===== src/rtl/stress_ramp_sequencer_if.sv =====
// Control/status bundle between test-control logic and the stress ramp sequencer.
// The sequencer uses the slave view; the test controller drives the master view.
interface stress_ramp_sequencer_if #(
    parameter int unsigned NUM_BANKS = 8
);
    localparam int unsigned ActW = $clog2(NUM_BANKS + 1);

    logic                  start;
    logic                  abort;
    logic [31:0]           hold_cycles;
    logic [NUM_BANKS-1:0]  bank_enable;
    logic [ActW-1:0]       active_banks;
    logic                  busy;
    logic                  done;
    logic                  aborted;
    logic [31:0]           elapsed;

    modport master (
        output start, abort, hold_cycles,
        input  bank_enable, active_banks, busy, done, aborted, elapsed
    );

    modport slave (
        input  start, abort, hold_cycles,
        output bank_enable, active_banks, busy, done, aborted, elapsed
    );
endinterface


===== src/rtl/stress_ramp_sequencer.sv =====
// Steps stress-bank enables on one at a time, holds, then steps them off one at a time,
// so a large toggling array never starts or stops all at once.
module stress_ramp_sequencer #(
    parameter int unsigned NUM_BANKS   = 8,
    parameter int unsigned STEP_CYCLES = 256
) (
    input  logic                     clk,
    input  logic                     reset,
    stress_ramp_sequencer_if.slave   bus
);
    localparam int unsigned ActW  = $clog2(NUM_BANKS + 1);
    localparam int unsigned StepW = (STEP_CYCLES > 1) ? $clog2(STEP_CYCLES) : 1;
    localparam logic [NUM_BANKS-1:0] Bank0 = 1;

    typedef enum logic [1:0] {StIdle, StRampUp, StHold, StRampDown} state_e;

    state_e               state_q;
    logic [StepW-1:0]     step_q;
    logic [31:0]          hold_q;
    logic [NUM_BANKS-1:0] en_q;
    logic [ActW-1:0]      act_q;
    logic                 done_q;
    logic                 aborted_q;
    logic [31:0]          elapsed_q;

    logic                 step_last;
    logic [NUM_BANKS-1:0] en_up;
    logic [NUM_BANKS-1:0] en_dn;

    always_comb begin
        step_last = (step_q == StepW'(STEP_CYCLES - 1));
        en_up     = (en_q << 1) | Bank0;
        en_dn     = en_q >> 1;
    end

    always_ff @(posedge clk or posedge reset) begin
        if (reset) begin
            state_q   <= StIdle;
            step_q    <= '0;
            hold_q    <= '0;
            en_q      <= '0;
            act_q     <= '0;
            done_q    <= 1'b0;
            aborted_q <= 1'b0;
            elapsed_q <= '0;
        end else begin
            done_q <= 1'b0;
            if (state_q != StIdle && elapsed_q != '1) begin
                elapsed_q <= elapsed_q + 32'd1;
            end

            unique case (state_q)
                StIdle: begin
                    if (bus.start && !bus.abort) begin
                        hold_q    <= bus.hold_cycles;
                        step_q    <= '0;
                        en_q      <= Bank0;
                        act_q     <= ActW'(1);
                        elapsed_q <= '0;
                        aborted_q <= 1'b0;
                        state_q   <= StRampUp;
                    end
                end
                StRampUp: begin
                    if (!step_last) begin
                        step_q <= step_q + StepW'(1);
                    end else begin
                        step_q <= '0;
                        if (!en_q[NUM_BANKS-1]) begin
                            en_q  <= en_up;
                            act_q <= act_q + ActW'(1);
                        end else if (hold_q != '0) begin
                            state_q <= StHold;
                        end else begin
                            // Zero hold: the HOLD exit edge doubles as the first ramp-down step.
                            en_q    <= en_dn;
                            act_q   <= act_q - ActW'(1);
                            state_q <= StRampDown;
                            if (act_q == ActW'(1)) begin
                                state_q <= StIdle;
                                done_q  <= 1'b1;
                            end
                        end
                    end
                end
                StHold: begin
                    if (hold_q == 32'd1) begin
                        step_q  <= '0;
                        en_q    <= en_dn;
                        act_q   <= act_q - ActW'(1);
                        state_q <= StRampDown;
                        if (act_q == ActW'(1)) begin
                            state_q <= StIdle;
                            done_q  <= 1'b1;
                        end
                    end else begin
                        hold_q <= hold_q - 32'd1;
                    end
                end
                StRampDown: begin
                    if (!step_last) begin
                        step_q <= step_q + StepW'(1);
                    end else begin
                        step_q <= '0;
                        en_q   <= en_dn;
                        act_q  <= act_q - ActW'(1);
                        if (act_q == ActW'(1)) begin
                            state_q <= StIdle;
                            done_q  <= 1'b1;
                        end
                    end
                end
                default: state_q <= StIdle;
            endcase

            // Abort overrides whatever the state logic above decided for this edge.
            if (bus.abort && state_q != StIdle) begin
                state_q   <= StIdle;
                en_q      <= '0;
                act_q     <= '0;
                done_q    <= 1'b0;
                aborted_q <= 1'b1;
            end
        end
    end

    assign bus.bank_enable  = en_q;
    assign bus.active_banks = act_q;
    assign bus.busy         = (state_q != StIdle);
    assign bus.done         = done_q;
    assign bus.aborted      = aborted_q;
    assign bus.elapsed      = elapsed_q;
endmodule


===== src/flat_wrapper.sv =====
// flat-port wrapper written by rule: the top's interface ports become plain ports
module stress_ramp_sequencer_flat 
#(
    parameter int unsigned NUM_BANKS   = 8,
    parameter int unsigned STEP_CYCLES = 256
)
  (clk, reset, bus_start, bus_abort, bus_hold_cycles, bus_bank_enable, bus_active_banks, bus_busy, bus_done, bus_aborted, bus_elapsed);
  stress_ramp_sequencer_if #(.NUM_BANKS(NUM_BANKS)) bus_i ();
  input  logic clk;
  input  logic reset;
  input wire logic [$bits(bus_i.start)-1:0] bus_start;
  input wire logic [$bits(bus_i.abort)-1:0] bus_abort;
  input wire logic [$bits(bus_i.hold_cycles)-1:0] bus_hold_cycles;
  output wire logic [$bits(bus_i.bank_enable)-1:0] bus_bank_enable;
  output wire logic [$bits(bus_i.active_banks)-1:0] bus_active_banks;
  output wire logic [$bits(bus_i.busy)-1:0] bus_busy;
  output wire logic [$bits(bus_i.done)-1:0] bus_done;
  output wire logic [$bits(bus_i.aborted)-1:0] bus_aborted;
  output wire logic [$bits(bus_i.elapsed)-1:0] bus_elapsed;
  assign bus_i.start = bus_start;
  assign bus_i.abort = bus_abort;
  assign bus_i.hold_cycles = bus_hold_cycles;
  assign bus_bank_enable = bus_i.bank_enable;
  assign bus_active_banks = bus_i.active_banks;
  assign bus_busy = bus_i.busy;
  assign bus_done = bus_i.done;
  assign bus_aborted = bus_i.aborted;
  assign bus_elapsed = bus_i.elapsed;
  stress_ramp_sequencer #(.NUM_BANKS(NUM_BANKS), .STEP_CYCLES(STEP_CYCLES)) u_core (.clk(clk), .reset(reset), .bus(bus_i));
endmodule

===== config.mk =====
export PLATFORM = sky130hd
export DESIGN_NAME = stress_ramp_sequencer_flat
export DESIGN_NICKNAME = d
export VERILOG_FILES = /design/src/rtl/stress_ramp_sequencer_if.sv /design/src/rtl/stress_ramp_sequencer.sv /design/src/flat_wrapper.sv
export SDC_FILE = /design/constraint.sdc
export NUM_CORES = 1
export LEC_CHECK = 0
export CAP_MARGIN = 10
export CORE_UTILIZATION = 55
export DETAILED_ROUTE_END_ITERATION = 12
export GPL_TIMING_DRIVEN = 0
export PLACE_DENSITY = 0.84
export SYNTH_ARGS = -nofsm -noshare
export SYNTH_HDL_FRONTEND = slang
export SYNTH_SLANG_ARGS = --single-unit

===== constraint.sdc =====
create_clock -name clk -period 3.86 [get_ports clk]
set_clock_uncertainty 0.1 [all_clocks]
set_input_delay 1.158 -clock clk [delete_from_list [all_inputs] [get_ports clk]]
set_output_delay 1.158 -clock clk [all_outputs]
set_load 0.05 [all_outputs]

### Word level (Yosys, flattened, before mapping)

Index checks and enable logic that the tools add are counted.

| word-level totals | value |
|---|---|
| logic and storage cells | 95 |
| flip-flop bits (word level) | 88 |
| output and inout port bits | 47 |
| input port bits | 36 |

| operators by class | value |
|---|---|
| add/sub/neg operators | 5 |
| equal/unequal tests | 17 |
| mux-type cells | 47 |
| reductions and logical operators | 17 |

Operators with widths:

| cell | count |
|---|---|
| $mux W32 | 5 |
| $mux W8 | 10 |
| $pmux W32 S2 | 1 |
| $add A32 B1 Y32 const B | 1 |
| $eq A32 B1 Y1 const B | 1 |
| $ne A32 B32 Y1 const B | 1 |
| $pmux W8 S4 | 1 |
| $reduce_bool A32 Y1 | 1 |
| $sub A32 B1 Y32 const B | 1 |
| $mux W4 | 7 |
| $pmux W8 S3 | 1 |
| $mux W2 | 9 |
| $ne A3 B1 Y1 const B | 6 |
| $pmux W4 S4 | 1 |
| $mux W1 | 10 |
| $add A8 B1 Y8 const B | 1 |
| $eq A8 B8 Y1 const B | 1 |
| $pmux W2 S4 | 1 |
| $reduce_bool A2 Y1 | 4 |
| $reduce_and A6 Y1 | 1 |
| $reduce_and A5 Y1 | 1 |
| $add A4 B1 Y4 const B | 1 |
| $eq A2 B2 Y1 const B | 2 |
| $eq A4 B1 Y1 const B | 1 |
| 13 further kinds | 17 |

### Longest topological paths before layout

| logic depth | value |
|---|---|
| word-level depth | 7 |
| gate-level depth with buffers | 9 |
| gate-level depth less buffers | 8 |

### Worst setup path before layout

No wires, ideal clock.

| timing | value |
|---|---|
| path type | reg2reg |
| from | register u_core.hold_q[16] |
| to | register u_core.act_q[3], in the netlist u_core.bus.active_banks[3] |
| required time | 3668 ps |
| buffers on the path | 0 |
| slack | 1033 ps |
| data arrival time | 2635 ps |
| cell stages (with the launch flop) | 7 |
| clock period less this slack | 2827 ps |
| setup time | 92 ps |
| path through | dfrtp_1 or4_4 or4_4 or4_4 a41oi_4 o21ai_2 o31ai_2 |

| on the way | value |
|---|---|
| longest elaborated chain between the ends | 3 |
| elaborated cells between the ends (all ways) | 5 |
| classes of those cells | eq/ne (3); reduce/logical (2) |

RTL lines:

| what | RTL line | source |
|---|---|---|
| start: declaration | stress_ramp_sequencer.sv:19 | `logic [31:0] hold_q;` |
| start signal: assignment | stress_ramp_sequencer.sv:55 | `hold_q <= bus.hold_cycles;` |
| start signal: assignment | stress_ramp_sequencer.sv:97 | `hold_q <= hold_q - 32'd1;` |
| $eq A32 B1 Y1 or $reduce_bool A32 Y1 (tied branches) | stress_ramp_sequencer.sv:87, stress_ramp_sequencer.sv:72 |  |
| $ne A3 B1 Y1 (no source line) or $ne A4 B4 Y1 (tied branches) | - |  |
| $reduce_and A5 Y1 (no source line) (*) | - |  |
| end signal: assignment | stress_ramp_sequencer.sv:77 | `act_q <= act_q - ActW'(1);` |
| end signal: assignment | stress_ramp_sequencer.sv:90 | `act_q <= act_q - ActW'(1);` |
| end signal: assignment | stress_ramp_sequencer.sv:106 | `act_q <= act_q - ActW'(1);` |
| end: declaration | stress_ramp_sequencer.sv:21 | `logic [ActW-1:0] act_q;` |

Mark *: on every way between the ends. The rest lies on a longest branch, timed or not.
A chain may end at the register's enable or synchronous reset.

### Worst setup path after layout

| timing | value |
|---|---|
| from | register u_core.state_q[0] |
| to | output port bus_busy |

| on the way | value |
|---|---|
| longest elaborated chain between the ends | 1 |

RTL lines:

| what | RTL line | source |
|---|---|---|
| start: declaration | stress_ramp_sequencer.sv:17 | `state_e state_q;` |
| start signal: assignment | stress_ramp_sequencer.sv:38 | `state_q <= StIdle;` |
| start signal: assignment | stress_ramp_sequencer.sv:61 | `state_q <= StRampUp;` |
| start signal: assignment | stress_ramp_sequencer.sv:73 | `state_q <= StHold;` |
| $reduce_bool A2 Y1 | stress_ramp_sequencer.sv:129 | `assign bus.busy = (state_q != StIdle);` |
| end: declaration | flat_wrapper.sv:16 | `output wire logic [$bits(bus_i.busy)-1:0] bus_busy;` |

No other way between the ends.

==> results.json <==
{
  "outcome": "finished clean",
  "crit_path_top_delay_cell": "clkdlybuf4s50_1",
  "critical_path_peak_fanout": 10,
  "nFillCells": 753,
  "fin_area_um2": 6518,
  "first_pass_iters": 6,
  "syn_area_um2": 5308,
  "fin_nets": 765,
  "cts_buffers": 9,
  "synth_edf_count": 0,
  "area_growth_syn_to_layout_pct": 22.80,
  "layout_commonest_cell": "dfrtp_1",
  "rsz0062_at_grt": "no",
  "cpPeakStageDelay_ns": 0.74,
  "crit_type": "reg -> out",
  "synth-async-reset-ratio_pct": 100.0,
  "cts_tree": "yes",
  "htreeDepth": 3,
  "gp_congestion": 0.9104,
  "chipWidth_um": 100.2,
  "viasPerCell": 6.352,
  "min_path_cells": 1,
  "reg2reg_from": "u_core.hold_q[16]",
  "worst_pin_slew_ns": 0.8503,
  "yosys_most_used_dff": "dfrtp_1",
  "cts_num_sinks": 88,
  "min_path_type": "reg -> reg",
  "p_total_mw": 4.042,
  "critPathTopFamily": "buffers and inverters",
  "ys_seq_area_share_pct": 41.49,
  "finalHoldViolCount": 0,
  "grt_pass1_wl_mm": 24.45,
  "grtUsageTotal_pct": 30.48,
  "drv_slew": 0,
  "ctsHoldBuffers": 0,
  "ios": 83,
  "clkTransAtPathRegs_ns": 0.10,
  "max_freq_ghz": 0.2758,
  "r2r_setup_slack_ns": 0.38,
  "post_cts.repair.setup_buffers": 0,
  "path_depth": 4,
  "numPortBuffers": 81,
  "antenna_found_initial": 0,
  "post-place-ws_ns": 0.3709,
  "routed_wl_mm": 14.74,
  "vias": 5431,
  "wl_per_cell_um": 17.24,
  "ys_types": 61,
  "crit_required_ns": 2.60,
  "endpoint": "bus_busy",
  "end_kind": "output pin",
  "slew_headroom_pct": 42.51,
  "die_y_um": 100.2,
  "crit_start": "u_core.state_q[0]",
  "grt-ovfl-total": 0,
  "synth_fp_nets": 671,
  "dieArea_um2": 10050,
  "syn_avg_cell_area_um2": 8.465,
  "setup_violations": 0,
  "crit_arrival_ns": 2.37,
  "peakVddDrop_mv": 0.2966,
  "yosysWarnings": 0,
  "r2r_cells": 7,
  "num_rows": 35,
  "worst_slack_ns": 0.2344,
  "maxCapViolCount": 0,
  "final_antenna_net_count": 0,
  "clockBufferDepth": 2,
  "drtIter0Drc": 517,
  "synth_cells": 627,
  "ys_ff_latch": 88,
  "root_buffer": "clkbuf_8",
  "clk_latency_ns": 0.37,
  "start_util_pct": 57.17,
  "leakage_nw": 2.520,
  "mostFrequentLayoutCells": "dfrtp_1, clkdlybuf4s50_1, nor2_1",
  "grt_pass1_vias": 5164,
  "r2r-end": "u_core.hold_q[19]",
  "placed_area_um2": 6310,
  "grt_max_degree": 72,
  "drive_gt1_share_pct": 6.336,
  "p_per_area_nw_per_um2": 620.2,
  "path_cells": "clkbuf_1 > nor2_1 > inv_1 > clkdlybuf4s50_1",
  "hpwl_mm": 10.35,
  "period_needed_ns": 3.626,
  "coreArea_um2": 9284,
  "period_share_pct": 93.93,
  "cts_resized": 0,
  "worstSetupStartpointType": "register",
  "crit_buf_inv": 3,
  "fin_hold_ws_ns": 0.4014,
  "drc_errors": 0,
  "num_antenna_cells": 0
}
-- per-layer routing --
layer / GRT usage (%) / wire [µm] / up-vias
li1: - / - / 2511
met1: 42.21 / 6251 / 2559
met2: 47.15 / 6914 / 321
met3: 5.223 / 1247 / 40
met4: 13.38 / 327 / 0
met5: 0 / 0 / -
-- cells in the mapped netlist, types with 2 or more instances --
cell type,n,area [µm²]
dfrtp_1,88,2202
nor2_1,69,259.0
o21ai_0,57,285.3
a21oi_1,52,260.3
nand2_1,46,172.7
nand3_1,30,150.1
nand4_1,24,150.1
clkbuf_1,22,82.58
inv_1,22,82.58
nor3_1,22,110.1
a22oi_1,17,127.6
xor2_1,14,122.6
a31oi_1,13,81.33
or3_1,11,68.82
xnor2_1,9,78.83
and3_1,8,50.05
ha_1,8,100.1
nor4_1,8,50.05
o22ai_1,8,50.05
o22a_1,7,61.31
and2_1,5,31.28
and4_1,5,43.79
o21ai_1,5,25.02
a211oi_1,4,30.03
a22o_1,4,35.03
buf_2,4,20.02
o31ai_1,4,30.03
or3_2,4,30.03
buf_1,3,11.26
mux2i_1,3,30.03
nand2b_1,3,18.77
o211ai_1,3,22.52
o21a_1,3,22.52
o2bb2ai_1,3,26.28
or2_2,3,18.77
or4_4,3,33.78
a21o_1,2,15.01
a2bb2oi_1,2,17.52
mux2_2,2,22.52
nor2b_1,2,12.51
nor4b_1,2,17.52
o31a_1,2,17.52
o32ai_1,2,17.52
or4_2,2,17.52
-- worst min path at each step --
stage	start	end	slack, ns
after global placement	u_core.hold_q[15]	u_core.hold_q[15]	0.38
after global routing	u_core.step_q[7]	u_core.step_q[7]	0.42
after CTS	u_core.step_q[7]	u_core.step_q[7]	0.40
final	u_core.hold_q[15]	u_core.hold_q[15]	0.40
after detailed placement	u_core.hold_q[15]	u_core.hold_q[15]	0.38
after floorplan	u_core.step_q[7]	u_core.step_q[7]	0.35
-- flip-flops by register name, indices dropped and copies added, names as in the netlist --
register and flops:
u_core.bus.bank_enable 8, u_core.bus.active_banks 4, u_core.bus.done 1, u_core.step_q 8, u_core.bus.elapsed 32, u_core.state_q 2
u_core.hold_q 32, u_core.bus.aborted 1
-- layout make-up --
type / instances / area [µm²] / share of cell area [%]
Buffer: 31 / 130.1 / 1.997
Clock buffer: 9 / 123.9 / 1.901
Clock inverter: 7 / 78.83 / 1.209
Inverter: 22 / 85.08 / 1.305
Multi-Input combinational cell: 486 / 2893 / 44.38
Sequential cell: 88 / 2202 / 33.79
Tap cell: 129 / 161.4 / 2.476
Timing Repair Buffer: 83 / 843.3 / 12.94
-- stage by stage --
step | cells | TNS, ns | util [%]
floorplan | 627 | 0 | -
global placement | 837 | -97.95 | 67.64
detailed placement | 838 | 0 | 67.97
CTS | 854 | 0 | 70.15
global route | 855 | 0 | 70.20
finish | 855 | 0 | 70.20
-- kinds of logic after synthesis --
logic type / count (synthesis) / synth area share [%]
and+or+nand+nor: 251 / 24.09
AOI/OAI and AO/OA: 199 / 23.74
DFF: 88 / 41.49
buffers and inverters: 53 / 4.007
xor gates and xnor gates: 23 / 3.796
adders and majority gates: 8 / 1.886
muxes: 5 / 0.9901
-- report_power, final --
part	internal [mW]	switching, mW	total (mW)
logic	0.673	1.25	1.92
registers	1.17	0.280	1.45
clock network	0.307	0.368	0.676
total	2.15	1.89	4.04
Note: power is estimated with default switching activity, not from simulation.
